`src/rtl/router_1xn.sv`:
```
// router_1xn: 1-to-N byte-serial packet router with per-channel
// store FIFOs, parity/length/address checking and stall flush.
module router_1xn #(
  parameter int DATA_W     = 8,
  parameter int ADDR_W     = 2,
  parameter int NUM_CH     = 3,
  parameter int FIFO_DEPTH = 16,
  parameter int TIMEOUT    = 30
) (
  input  logic                     clk,
  input  logic                     rst,
  input  logic                     pkt_valid,
  input  logic [DATA_W-1:0]        data_in,
  output logic                     busy,
  output logic                     err,
  input  logic [NUM_CH-1:0]        read_en,
  output logic [NUM_CH*DATA_W-1:0] data_out,
  output logic [NUM_CH-1:0]        valid_out,
  output logic [NUM_CH-1:0]        soft_rst
);
  localparam int LEN_W = DATA_W - ADDR_W;
  localparam int PTR_W = $clog2(FIFO_DEPTH);
  localparam int TO_W  = $clog2(TIMEOUT + 1);
  localparam int SLOTS = 1 << ADDR_W;

  typedef enum logic [1:0] {IDLE, LOAD, CHECK, DROP} state_t;

  state_t            state, state_nx;
  logic [ADDR_W-1:0] addr_q, addr_nx;
  logic [LEN_W-1:0]  len_q, len_nx;
  logic [LEN_W-1:0]  cnt_q, cnt_nx;
  logic [DATA_W-1:0] par_q, par_nx;
  logic [DATA_W-1:0] rx_par_q, rx_par_nx;
  logic              err_q, err_nx;

  logic [ADDR_W-1:0] hdr_addr;
  logic [LEN_W-1:0]  hdr_len;
  logic              hdr_ok;

  logic [NUM_CH-1:0] full, empty, flush, pop, wr_en;
  logic [SLOTS-1:0]  full_slot, flush_slot, wr_slot;

  assign hdr_addr = data_in[ADDR_W-1:0];
  assign hdr_len  = data_in[DATA_W-1:ADDR_W];
  assign hdr_ok   = (32'(hdr_addr) < 32'(NUM_CH));
  assign err      = err_q;
  assign wr_en    = wr_slot[NUM_CH-1:0];

  // Widen per-channel flags to the full address space.
  always_comb begin
    full_slot  = '0;
    flush_slot = '0;
    for (int k = 0; k < NUM_CH; k++) begin
      full_slot[k]  = full[k];
      flush_slot[k] = flush[k];
    end
  end

  always_ff @(posedge clk) begin
    if (rst) begin
      state    <= IDLE;
      addr_q   <= '0;
      len_q    <= '0;
      cnt_q    <= '0;
      par_q    <= '0;
      rx_par_q <= '0;
      err_q    <= 1'b0;
    end else begin
      state    <= state_nx;
      addr_q   <= addr_nx;
      len_q    <= len_nx;
      cnt_q    <= cnt_nx;
      par_q    <= par_nx;
      rx_par_q <= rx_par_nx;
      err_q    <= err_nx;
    end
  end

  always_comb begin
    state_nx  = state;
    addr_nx   = addr_q;
    len_nx    = len_q;
    cnt_nx    = cnt_q;
    par_nx    = par_q;
    rx_par_nx = rx_par_q;
    err_nx    = err_q;
    busy      = 1'b0;
    wr_slot   = '0;
    unique case (state)
      IDLE: begin
        if (pkt_valid) begin
          if (!hdr_ok) begin
            err_nx   = 1'b1;
            state_nx = DROP;
          end else if (full_slot[hdr_addr]) begin
            busy = 1'b1;
          end else begin
            wr_slot[hdr_addr] = 1'b1;
            addr_nx  = hdr_addr;
            len_nx   = hdr_len;
            par_nx   = data_in;
            cnt_nx   = '0;
            err_nx   = 1'b0;
            state_nx = LOAD;
            // A header landing on the flush edge is lost with it.
            if (flush_slot[hdr_addr]) begin
              err_nx   = 1'b1;
              state_nx = DROP;
            end
          end
        end
      end
      LOAD: begin
        busy = full_slot[addr_q];
        if (flush_slot[addr_q]) begin
          err_nx   = 1'b1;
          state_nx = DROP;
        end else if (!full_slot[addr_q]) begin
          wr_slot[addr_q] = 1'b1;
          if (pkt_valid) begin
            par_nx = par_q ^ data_in;
            if (cnt_q != '1) cnt_nx = cnt_q + 1'b1;
          end else begin
            rx_par_nx = data_in;
            state_nx  = CHECK;
          end
        end
      end
      CHECK: begin
        busy     = 1'b1;
        err_nx   = (par_q != rx_par_q) || (cnt_q != len_q);
        state_nx = IDLE;
      end
      DROP: begin
        if (!pkt_valid) state_nx = IDLE;
      end
      default: state_nx = IDLE;
    endcase
  end

  for (genvar k = 0; k < NUM_CH; k++) begin : g_ch
    logic [DATA_W-1:0] mem [FIFO_DEPTH];
    logic [PTR_W:0]    wp, rp;
    logic [TO_W-1:0]   stall;
    logic              srst_q;
    logic              stalled;

    assign empty[k] = (wp == rp);
    assign full[k]  = (wp[PTR_W] != rp[PTR_W]) &&
                      (wp[PTR_W-1:0] == rp[PTR_W-1:0]);
    assign pop[k]   = read_en[k] & ~empty[k];
    assign stalled  = ~empty[k] & ~read_en[k];
    assign flush[k] = stalled & (stall == TO_W'(TIMEOUT - 1));

    assign valid_out[k] = ~empty[k];
    assign soft_rst[k]  = srst_q;
    assign data_out[k*DATA_W +: DATA_W] =
      empty[k] ? '0 : mem[rp[PTR_W-1:0]];

    always_ff @(posedge clk) begin
      if (rst) begin
        wp     <= '0;
        rp     <= '0;
        stall  <= '0;
        srst_q <= 1'b0;
      end else begin
        srst_q <= flush[k];
        if (flush[k]) begin
          wp    <= '0;
          rp    <= '0;
          stall <= '0;
        end else begin
          if (wr_en[k]) wp <= wp + 1'b1;
          if (pop[k])   rp <= rp + 1'b1;
          stall <= stalled ? stall + 1'b1 : '0;
        end
      end
    end

    always_ff @(posedge clk) begin
      if (wr_en[k] && !flush[k]) mem[wp[PTR_W-1:0]] <= data_in;
    end
  end

endmodule
```
`config.mk`:
```
export PLATFORM = sky130hd
export DESIGN_NAME = router_1xn
export DESIGN_NICKNAME = d
export VERILOG_FILES = /design/src/rtl/router_1xn.sv
export SDC_FILE = /design/constraint.sdc
export NUM_CORES = 1
export LEC_CHECK = 0
export BUFFER_PORTS_ARGS = -buffer_cell sky130_fd_sc_hd__buf_2
export CAP_MARGIN = 20
export CORE_ASPECT_RATIO = 0.9
export CORE_UTILIZATION = 50
export DETAILED_ROUTE_END_ITERATION = 8
export HOLD_SLACK_MARGIN = 0.15
export PLACE_DENSITY_LB_ADDON = 0.3
export SETUP_SLACK_MARGIN = 0.3
export SYNTH_ARGS = -nofsm -noshare
export SYNTH_HDL_FRONTEND = slang
export SYNTH_SLANG_ARGS = --single-unit
```
`constraint.sdc`:
```
create_clock -name clk -period 3.21 [get_ports clk]
set_clock_uncertainty 0.15 [all_clocks]
set_input_delay 0 -clock clk [delete_from_list [all_inputs] [get_ports clk]]
set_output_delay 0 -clock clk [all_outputs]
set_load 0.01 [all_outputs]
```
==> reports/qor.yml, run 1 <==
final_common_cell: "edfxtp_1"
netlist-cell-type-count: 71
sw_frac_of_total_pct: 24.9
yosysSeqAreaShare_pct: 68.1
io_pins: 46
avgSynthCellArea_um2: 17.3
die_height_um: 190
setup_viol: 0
grt.overflow.total: 0
seqPwrFrac_pct: 46.6
initial_core_util_pct: 51.0
cp.arrival_ns: 2.62
core_area_um2: 38500
cpMaxStageDelayCell: "mux4_2"
syn-num-nets: 1178
setup_tns_ns: 0
p_sw_mw: 3.76
cp_cell_sequence: "buf_4, mux4_2, mux4_2, nor2b_1, buf_2"
slew_headroom_pct: 26.6
dp_hpwl_um: 25500
drt_iter0_drc: 710
critical_path.max_stage_delay_ns: 0.56
fin_nets: 1289
die_x_um: 211
htreeDepth: 2
cts_buffers: 46
power.leakage_nw: 7.45
synth-edff-count: 384
drive_above_1_share_pct: 27.7
maxCapViolCount: 0
grt_first_pass_wirelength_um: 63000
post_drt_wl_per_cell_um: 22.8
critPathRequiredTime_ns: 3.06
rsz0062_at_grt: "no"
dieArea_um2: 40100
num_vias: 10300
min_path_type: "in2reg"
critical_path_class: "reg2out"
grt_pass1_vias: 10400
synthCells: 1137
fp-row-count: 68
grt_antenna_before_repair: 1
finalHoldViolations: 0
ys_warn_count: 0
worstPathMaxFanout: 9
via_per_inst: 5.71
drc: 0
p_per_area_nw_per_um2: 669
cts-root-buf: "clkbuf_16"
layout_common_cells: "edfxtp_1, mux4_2, dfxtp_1"
yosys-top-cells-area: "edfxtp_1, mux4_2, dfxtp_1, ha_1, nor2_1"
fin_crit_sh_pct: 86.4
fin_crit_ns: 2.77
clkTransAtPathRegs_ns: 0.06
p_comb_share_pct: 16.7
async_reset_ff_share_pct: 0
pwr-share-clk_pct: 36.6
worst_pin_slew_ns: 1.10
antennaDiodeCount: 0
final_antenna_net_count: 0
clk_latency_ns: 0.57
cts_tree: "built"
grtUsageTotal_pct: 21.1
cts_buffer_depth: 3
cts.sinks: 477
gp_congestion: 0.828
synthFlopType: "edfxtp_1"
syn_area_um2: 19700
vdd_drop_max_mv: 0.407
post-route-util_pct: 58.7
drt-total-wl_um: 41200
grt_max_degree: 54
p_int_mw: 11.4
slew_violations: 0
cpMostUsedCell: "mux4_2"
critPathLaunchType: "register"
yosysTopAreaCell: "edfxtp_1"
setup.worst_path.end_class: "output pin"
syn_to_final_growth_pct: 15.2
synth_top_area_share_pct: 58.7
num-fill-cells: 2856
synth_seq_cells: 477
fmax_mhz: 361
port_buffers: 45
status: "complete, no violations"
dr.pass1.iters: 5
## cells in the mapped netlist (3+ instances only)
cell type  instances
nor3_1            13
a31oi_1            3
buf_2             17
mux2i_1           17
a31o_1             6
mux4_2           120
or3_1              7
nor2_1            77
dfxtp_1           93
clkbuf_8           7
buf_4              5
nand2_1           29
nor4_1            10
nor2b_1           29
nand3_1           20
xnor2_1           31
inv_1             23
nor3b_1            4
buf_1              3
clkbuf_1          22
ha_1              27
o31ai_1            4
edfxtp_1         384
and2_1            41
and3_1             6
a21oi_1           22
nand4_1           23
o21ai_0            9
xor2_1            31
## area by class of cell
type | instances | area (um2) | share of cell area (%)
sequential | 477 | 13400 | 59.2
clock inverter | 17 | 223 | 0.984
inverter | 23 | 86.3 | 0.381
multi-input combinational | 581 | 5990 | 26.4
clock buffer | 68 | 1340 | 5.90
tap | 525 | 657 | 2.90
timing repair buffer | 119 | 937 | 4.14
## path summary, 6_finish.rpt
| path | start | slack (ns) | endpoint | cells after the start |
|---|---|---|---|---|
| min | read_en[2] | 0.25 | g_ch[2].stall[1]$_SDFF_PP0_ | 4 |
| max reg2reg | g_ch[1].rp[4]$_SDFFE_PP0P_ | 0.45 | cnt_q[2]$_SDFFE_PP0P_ | 8 |
| max | register | 0.44 | data_out[5] | 5 |
| min reg2reg | g_ch[0].stall[0]$_SDFF_PP0_ | 0.31 | g_ch[0].stall[0]$_SDFF_PP0_ | 1 |
## critical path, delay by kind of cell, from the launching register on
kind	cells	cell delay (ns)
buffers and inverters	2	0.41
flip-flops	1	0.46
multiplexers	2	1.06
AND/OR/NAND/NOR	1	0.14
## state kept, by name (all words and copies together), names as in the netlist, named ones only
name,flops
g_ch.stall,15
g_ch.srst_q,3
g_ch.rp,15
rx_par_q,8
len_q,6
g_ch.mem,384
state,2
cnt_q,6
addr_q,2
err,1
g_ch.wp,15
par_q,8
## what timing repair did
item	4_1_cts	5_1_grt
resized for setup	21	40
endpoints found under the setup margin	199	344
pin swaps	1	0
hold buffers	29	1
setup buffers	1	0
hold endpoints to repair	394	8
## layer usage
| metal | routed length (um) | up-vias | GRT usage, % | share of wire, % |
|---|---|---|---|---|
| li1 | - | 4680 | - | - |
| met1 | 18600 | 5272 | 31.1 | 45 |
| met2 | 19200 | 320 | 32.6 | 47 |
| met3 | 2720 | 56 | 4.24 | 6.6 |
| met4 | 675 | 2 | 4.79 | 1.6 |
| met5 | 8 | - | 0 | 0.019 |
## power by group through the flow
stage / sequential [mW] / combinational, mW / clock (mW)
after floorplan: 7.10 / 1.70 / 0
final: 7.06 / 2.53 / 5.54
after global placement: 7.18 / 2.40 / 0
after global routing: 7.09 / 2.75 / 5.84
after detailed placement: 7.19 / 2.42 / 0
after CTS: 7.06 / 2.50 / 5.64
## cell families (layout without fill, tap and decap cells)
family / count (synthesis) / after routing / synth area share (%)
DFF: 477 / 477 / 68.1
and+or+nand+nor: 277 / 277 / 7.61
muxes: 139 / 139 / 14.7
buffers and inverters: 79 / 227 / 2.15
AOI/OAI and AO/OA: 74 / 74 / 2.72
xor gates and xnor gates: 64 / 64 / 2.93
adders and majority gates: 27 / 27 / 1.72
## through the flow
step | cells | setup slack, ns | hold slack, ns | power (mW) | area (um2)
6_report | 1810 | 0.437 | 0.252 | 15.1 | 22600
5_1_grt | 1810 | 0.301 | 0.268 | 15.7 | 22600
4_1_cts | 1806 | 0.296 | 0.170 | 15.2 | 22400
3_5_place_dp | 1691 | 0.159 | 0.102 | 9.61 | 20500
3_3_place_gp | 1691 | 0.281 | 0.106 | 9.58 | 20500
2_1_floorplan | 1137 | 0.358 | -0.0738 | 8.80 | 19700
No activity file was read; power rests on OpenSTA's default activity.
==> inputs of run 2 (changes only) <==
--- a/config.mk
+++ b/config.mk
@@ -7,7 +7,7 @@
 export LEC_CHECK = 0
 export BUFFER_PORTS_ARGS = -buffer_cell sky130_fd_sc_hd__buf_2
 export CAP_MARGIN = 20
-export CORE_ASPECT_RATIO = 0.9
+export CORE_ASPECT_RATIO = 0.7
 export CORE_UTILIZATION = 50
 export DETAILED_ROUTE_END_ITERATION = 8
 export HOLD_SLACK_MARGIN = 0.15
==> run 2 against run 1 <==
Via count decreased by 0.41%. Hold slack worse by 0.089 ns. First-iteration DRC count up 41%. Sequential power about the same. Flip-flop and latch count stayed put.
==> reports/qor.yml, run 2 (same netlist as run 1, synthesis figures left out) <==
final_antenna_net_count: 0  # unchanged
grt.overflow.total: 0  # unchanged
die_height_um: 168  # -12%
min_path_type: "in2reg"
cts_tree: "built"
cp.arrival_ns: 2.61  # about the same
worstReg2RegEnd: "rx_par_q[4]$_SDFFE_PP0P_"
drive_above_1_share_pct: 26.1  # -1.6 points
cpMaxStageDelayCell: "mux4_2"
slew_headroom_pct: 28.0  # +1.4 points
r2r_slack_ns: 0.46  # about the same
crit_buf_inv: 2  # unchanged
setup.worst_path.end_class: "output pin"
r2r-start: "g_ch[2].wp[0]$_SDFFE_PP0P_"
port_buffers: 45  # unchanged
post-route-util_pct: 57.7  # -1.0 points
vdd_drop_max_mv: 0.357  # -12%
htreeDepth: 2  # unchanged
dp_hpwl_um: 25900  # +1.3%
clkTransAtPathRegs_ns: 0.06  # about the same
critPathRequiredTime_ns: 3.06  # about the same
slew_violations: 0  # unchanged
grt_antenna_before_repair: 0  # -1
io_pins: 46  # unchanged
grt_pass1_vias: 10100  # -3.0%
cts.sinks: 477  # unchanged
finalHoldViolations: 0  # unchanged
rsz0062_at_grt: "yes"
cp_top_family: "multiplexers"
critical_path_class: "reg2out"
p_total_mw: 14.7  # -3.0%
num-fill-cells: 2941  # +3.0%
whs_endpoint: "g_ch[1].stall[1]$_SDFF_PP0_"
cts-root-buf: "clkbuf_16"
largest_register_ffs: 384  # unchanged
place_ws_ns: 0.331  # +0.171 ns
drc: 0  # unchanged
fp-row-count: 60  # -12%
initial_core_util_pct: 50.9  # -0.060 points
grt_max_degree: 53  # -1.9%
syn_to_final_growth_pct: 13.3
fin_nets: 1276  # -1.0%
setup_slack_ns: 0.449  # +0.0119 ns
critical_path.max_stage_delay_ns: 0.58  # +0.02 ns
dieArea_um2: 40100  # about the same
setup_tns_ns: 0  # unchanged
fin_crit_sh_pct: 86.0  # -0.37 points
cp_cell_sequence: "buf_4, mux4_2, mux4_2, nor2b_1, buf_2"
core_area_um2: 38600  # +0.12%
p_per_area_nw_per_um2: 659  # -1.4%
stdcell_count: 1798  # -0.66%
worstPathMaxFanout: 21  # +12
fmax_mhz: 362  # +0.43%
cts_buffer_depth: 3  # unchanged
grtUsageTotal_pct: 20.6  # -0.47 points
status: "complete, no violations"
min_from: "read_en[1]"
clk_latency_ns: 0.55  # -0.02 ns
dr.pass1.iters: 7  # +2
hold_depth: 3  # -1
grt_first_pass_wirelength_um: 61700  # -2.0%
final_common_cell: "edfxtp_1"
layout_common_cells: "edfxtp_1, mux4_2, dfxtp_1"
cpMostUsedCell: "mux4_2"
power.leakage_nw: 7.31  # -1.9%
fin_crit_ns: 2.76  # -0.0119 ns
antennaDiodeCount: 0  # unchanged
dpl.cell_count: 1699  # +0.47%
rr_worst_depth: 8  # unchanged
die_x_um: 239  # +13%
drt_iter0_drc: 998  # +41%
gp_congestion: 0.839  # +1.4%
critPathLaunchType: "register"
post_drt_wl_per_cell_um: 22.5  # -1.2%
drt-total-wl_um: 40400  # -1.8%
via_per_inst: 5.72  # +0.26%
maxCapViolCount: 0  # unchanged
worst_pin_slew_ns: 1.08  # -0.0217 ns
setup_viol: 0  # unchanged
cts_buffers: 45  # -2.2%
num_vias: 10300  # -0.41%
run 2: changes by cell type in the layout (fill, tap and decap cells not counted), moves of 4 or more:
cell and delta:
clkinv_2 +4, and2_2 -14, clkinv_1 +5, clkbuf_8 -6
dfxtp_1 +4, dlygate4sd3_1 -16, and2_1 +14, buf_4 +8
run 2: final cells by class:
type	instances	area [um2]	area share [%]
clock buffers	60	1240	5.59
clock inverters	23	181	0.815
inverters	23	86.3	0.388
multi-input cells	581	5930	26.6
flip-flops and latches	477	13400	60.2
well taps	527	659	2.96
repair buffers	107	763	3.43
run 2: worst register-to-register path: cells and delay by family (launching register included):
kind | cells | cell delay (ns)
AND/OR/NAND/NOR | 3 | 0.97
AO/OA/AOI/OAI | 2 | 0.40
XOR/XNOR | 1 | 0.17
buffers and inverters | 1 | 0.21
flip-flops | 1 | 0.46
multiplexers | 1 | 0.25
run 2: how the worst max path moves through the flow:
stage / startpoint / endpoint / slack [ns] / cells past startpoint
after global placement: g_ch[1].wp[2]$_SDFFE_PP0P_ / g_ch[1].mem[3][2]$_DFFE_PP_ / 0.38 / 7
after global routing: g_ch[1].wp[2]$_SDFFE_PP0P_ / g_ch[1].mem[7][5]$_DFFE_PP_ / 0.27 / 7
after CTS: g_ch[1].wp[2]$_SDFFE_PP0P_ / g_ch[1].mem[2][3]$_DFFE_PP_ / 0.31 / 7
final: register / data_out[19] / 0.45 / 5
after floorplan: g_ch[2].wp[2]$_SDFFE_PP0P_ / g_ch[2].mem[3][0]$_DFFE_PP_ / 0.36 / 7
after detailed placement: g_ch[1].wp[2]$_SDFFE_PP0P_ / g_ch[1].mem[2][2]$_DFFE_PP_ / 0.33 / 7
run 2: timing repair:
action                                  4_1_cts  5_1_grt
cloned                                        0        0
hold buffers                                 14        0
buffers inserted                              0        1
endpoints found under the setup margin        1      252
gates resized for setup                       1       28
pin swaps                                     0        1
endpoints found under the hold margin       411        0
run 2: metal layers:
metal  GRT usage [%]  wire length, um
met4            3.76              481
met3            3.82             2520
met2            29.9            18000
met1            32.8            19400
met5               0                0
run 2: report_power, final:
group | switching (mW) | internal, mW | leakage (nW)
clock | 2.19 | 2.96 | 0.704
sequential | 0.145 | 6.88 | 4.21
combinational | 1.35 | 1.14 | 2.39
total | 3.69 | 11.0 | 7.31
run 2: metrics by stage:
stage | hold slack [ns] | instance area (um2)
4_1_cts | 0.153 | 22200
2_1_floorplan | -0.0738 | 19700
5_1_grt | 0.178 | 22300
6_report | 0.163 | 22300
3_3_place_gp | 0.146 | 20600
3_5_place_dp | 0.143 | 20600
==> inputs of run 3 (changes only) <==
--- a/config.mk
+++ b/config.mk
@@ -10,6 +10,7 @@
 export CORE_ASPECT_RATIO = 0.7
 export CORE_UTILIZATION = 50
 export DETAILED_ROUTE_END_ITERATION = 8
+export GPL_TIMING_DRIVEN = 0
 export HOLD_SLACK_MARGIN = 0.15
 export PLACE_DENSITY_LB_ADDON = 0.3
 export SETUP_SLACK_MARGIN = 0.3
==> run 3 against run 2 <==
Total power up 2.5%. Maximum frequency down 2.6%. Die area unchanged. Hold slack better by 0.043 ns. Global-route usage up 0.29 points. Critical path depth up 1. Combinational power up 7%. Sequential share of layout area down 1.6 points. Flip-flop and latch count unchanged. Clock power up 4.3%. Critical path type unchanged. Wire length up 2.2%. Core utilization up 1.5 points.
==> reports/qor.yml, run 3 (same netlist as run 1, synthesis figures left out) <==
status: "complete, no violations"
critPathRequiredTime_ns: 3.06  # about the same
fin_crit_sh_pct: 88.3  # +2.3 points
seqPwrFrac_pct: 46.6  # -1.3 points
cp.arrival_ns: 2.68  # +0.07 ns
drt_iter0_drc: 1036  # +3.8%
fp-row-count: 60  # unchanged
p_int_mw: 11.2  # +2.2%
fmax_mhz: 353  # -2.6%
grtUsageTotal_pct: 20.9  # +0.29 points
vdd_drop_max_mv: 0.371  # +4.0%
die_height_um: 168  # unchanged
slew_violations: 0  # unchanged
p_comb_share_pct: 17.7  # +0.7 points
final_antenna_net_count: 0  # unchanged
cts_buffer_depth: 3  # unchanged
dr.pass1.iters: 5  # -2
cts_tree: "built"
clk_latency_ns: 0.56  # about the same
initial_core_util_pct: 50.9  # unchanged
fin_crit_ns: 2.83  # +0.0737 ns
dieArea_um2: 40100  # unchanged
stdcell_count: 1832  # +1.9%
holdWs_ns: 0.207  # +0.0434 ns
grt_max_degree: 55  # +3.8%
cts-root-buf: "clkbuf_16"
cts_buffers: 45  # unchanged
critical_path_class: "reg2out"
setup_slack_ns: 0.375  # -0.0737 ns
critical_path.max_stage_delay_ns: 0.58  # about the same
drc: 0  # unchanged
htreeDepth: 2  # unchanged
gp_congestion: 0.843  # +0.42%
post_drt_wl_per_cell_um: 22.6  # +0.26%
setup_tns_ns: 0  # unchanged
dpl.cell_count: 1716  # +1.0%
cp_cell_sequence: "buf_2, buf_6, mux4_2, mux4_2, nor2b_1, buf_2"
cp_top_family: "multiplexers"
io_pins: 46  # unchanged
crit_buf_inv: 3  # +1
syn_to_final_growth_pct: 16.3
dp_hpwl_um: 26100  # +0.84%
drt-total-wl_um: 41300  # +2.2%
setup.worst_path.end_class: "output pin"
p_per_area_nw_per_um2: 658  # -0.14%
via_per_inst: 5.71  # -0.18%
clkTransAtPathRegs_ns: 0.06  # about the same
grt_pass1_vias: 10400  # +3.2%
slew_headroom_pct: 25.7  # -2.3 points
cts.sinks: 477  # unchanged
layout_common_cells: "edfxtp_1, mux4_2, dfxtp_1"
worst_pin_slew_ns: 1.11  # +0.0347 ns
sw_frac_of_total_pct: 25.4  # +0.23 points
critPathLaunchType: "register"
pwr-share-clk_pct: 35.8  # +0.6 points
rsz0062_at_grt: "yes"
power.leakage_nw: 7.54  # +3.3%
setup_viol: 0  # unchanged
p_sw_mw: 3.82  # +3.4%
grt.overflow.total: 0  # unchanged
largest_register_ffs: 384  # unchanged
core_area_um2: 38600  # unchanged
p_total_mw: 15.0  # +2.5%
grt_antenna_before_repair: 1  # +1
maxCapViolCount: 0  # unchanged
port_buffers: 44  # -2.2%
antennaDiodeCount: 0  # unchanged
die_x_um: 239  # unchanged
final_common_cell: "edfxtp_1"
finalHoldViolations: 0  # unchanged
drive_above_1_share_pct: 29.3  # +3.2 points
fin_nets: 1310  # +2.7%
min_path_type: "in2reg"
cpMaxStageDelayCell: "mux4_2"
worstPathMaxFanout: 10  # -52%
grt_first_pass_wirelength_um: 62400  # +1.1%
place_ws_ns: -0.406  # -0.737 ns
num_vias: 10500  # +1.7%
run 3: cell count changes in the layout (fill, tap and decap cells not counted), sizes merged:
cell / previous run / this run
inv: 24 / 25
dlygate4sd3: 14 / 17
clkinv: 19 / 12
clkbuf: 60 / 93
clkinvlp: 0 / 4
run 3: layout make-up:
type / instances / area, um2
Clock inverter: 21 / 191
Buffer: 56 / 444
Timing Repair Buffer: 85 / 678
Multi-Input combinational cell: 581 / 6070
Fill cell: 2874 / 15700
Clock buffer: 62 / 1320
Inverter: 23 / 86.3
Sequential cell: 477 / 13400
Tap cell: 527 / 659
run 3: timing repair:
item	CTS	global route
pin swaps	7	9
buffers inserted	6	6
hold buffers	17	0
gates resized for setup	87	39
hold endpoints to repair	463	0
setup endpoints to repair	370	355
run 3: path summary, 6_finish.rpt:
| path | startpoint | slack [ns] | endpoint | cells past startpoint |
|---|---|---|---|---|
| max | register | 0.38 | data_out[11] | 6 |
| min | rst | 0.21 | err$_SDFFE_PP0P_ | 5 |
| max reg2reg | g_ch[2].wp[2]$_SDFFE_PP0P_ | 0.40 | g_ch[2].mem[8][5]$_DFFE_PP_ | 9 |
| min reg2reg | g_ch[0].stall[0]$_SDFF_PP0_ | 0.32 | g_ch[0].stall[0]$_SDFF_PP0_ | 1 |
run 3: power by group through the flow:
stage	registers, mW	clock network (mW)	logic (mW)
after global routing	7.02	5.69	2.86
after global placement	7.13	0	2.40
final	7.00	5.38	2.66
after CTS	7.01	5.45	2.56
after floorplan	7.10	0	1.70
after detailed placement	7.14	0	2.45
run 3: layer usage:
| layer | track usage, % | share of wire (%) | vias up | wire (um) |
|---|---|---|---|---|
| met5 | 0 | 0 | - | 0 |
| met1 | 32.2 | 48 | 5436 | 19700 |
| met2 | 31.4 | 45 | 270 | 18700 |
| met3 | 3.74 | 5.6 | 41 | 2320 |
| met4 | 4.21 | 1.3 | 0 | 520 |
| li1 | - | - | 4717 | - |
run 3: stage by stage:
step	util, %	area (um2)
final	59.2	22900
after global routing	59.2	22900
after floorplan	-	19700
after CTS	58.6	22600
after global placement	53.2	20500
after detailed placement	53.4	20600
run 3: worst min-delay path, delay by kind of cell:
kind                   cells  cell delay (ns)
multiplexers               1             0.07
buffers and inverters      2             0.67
AO/OA/AOI/OAI              2             0.11
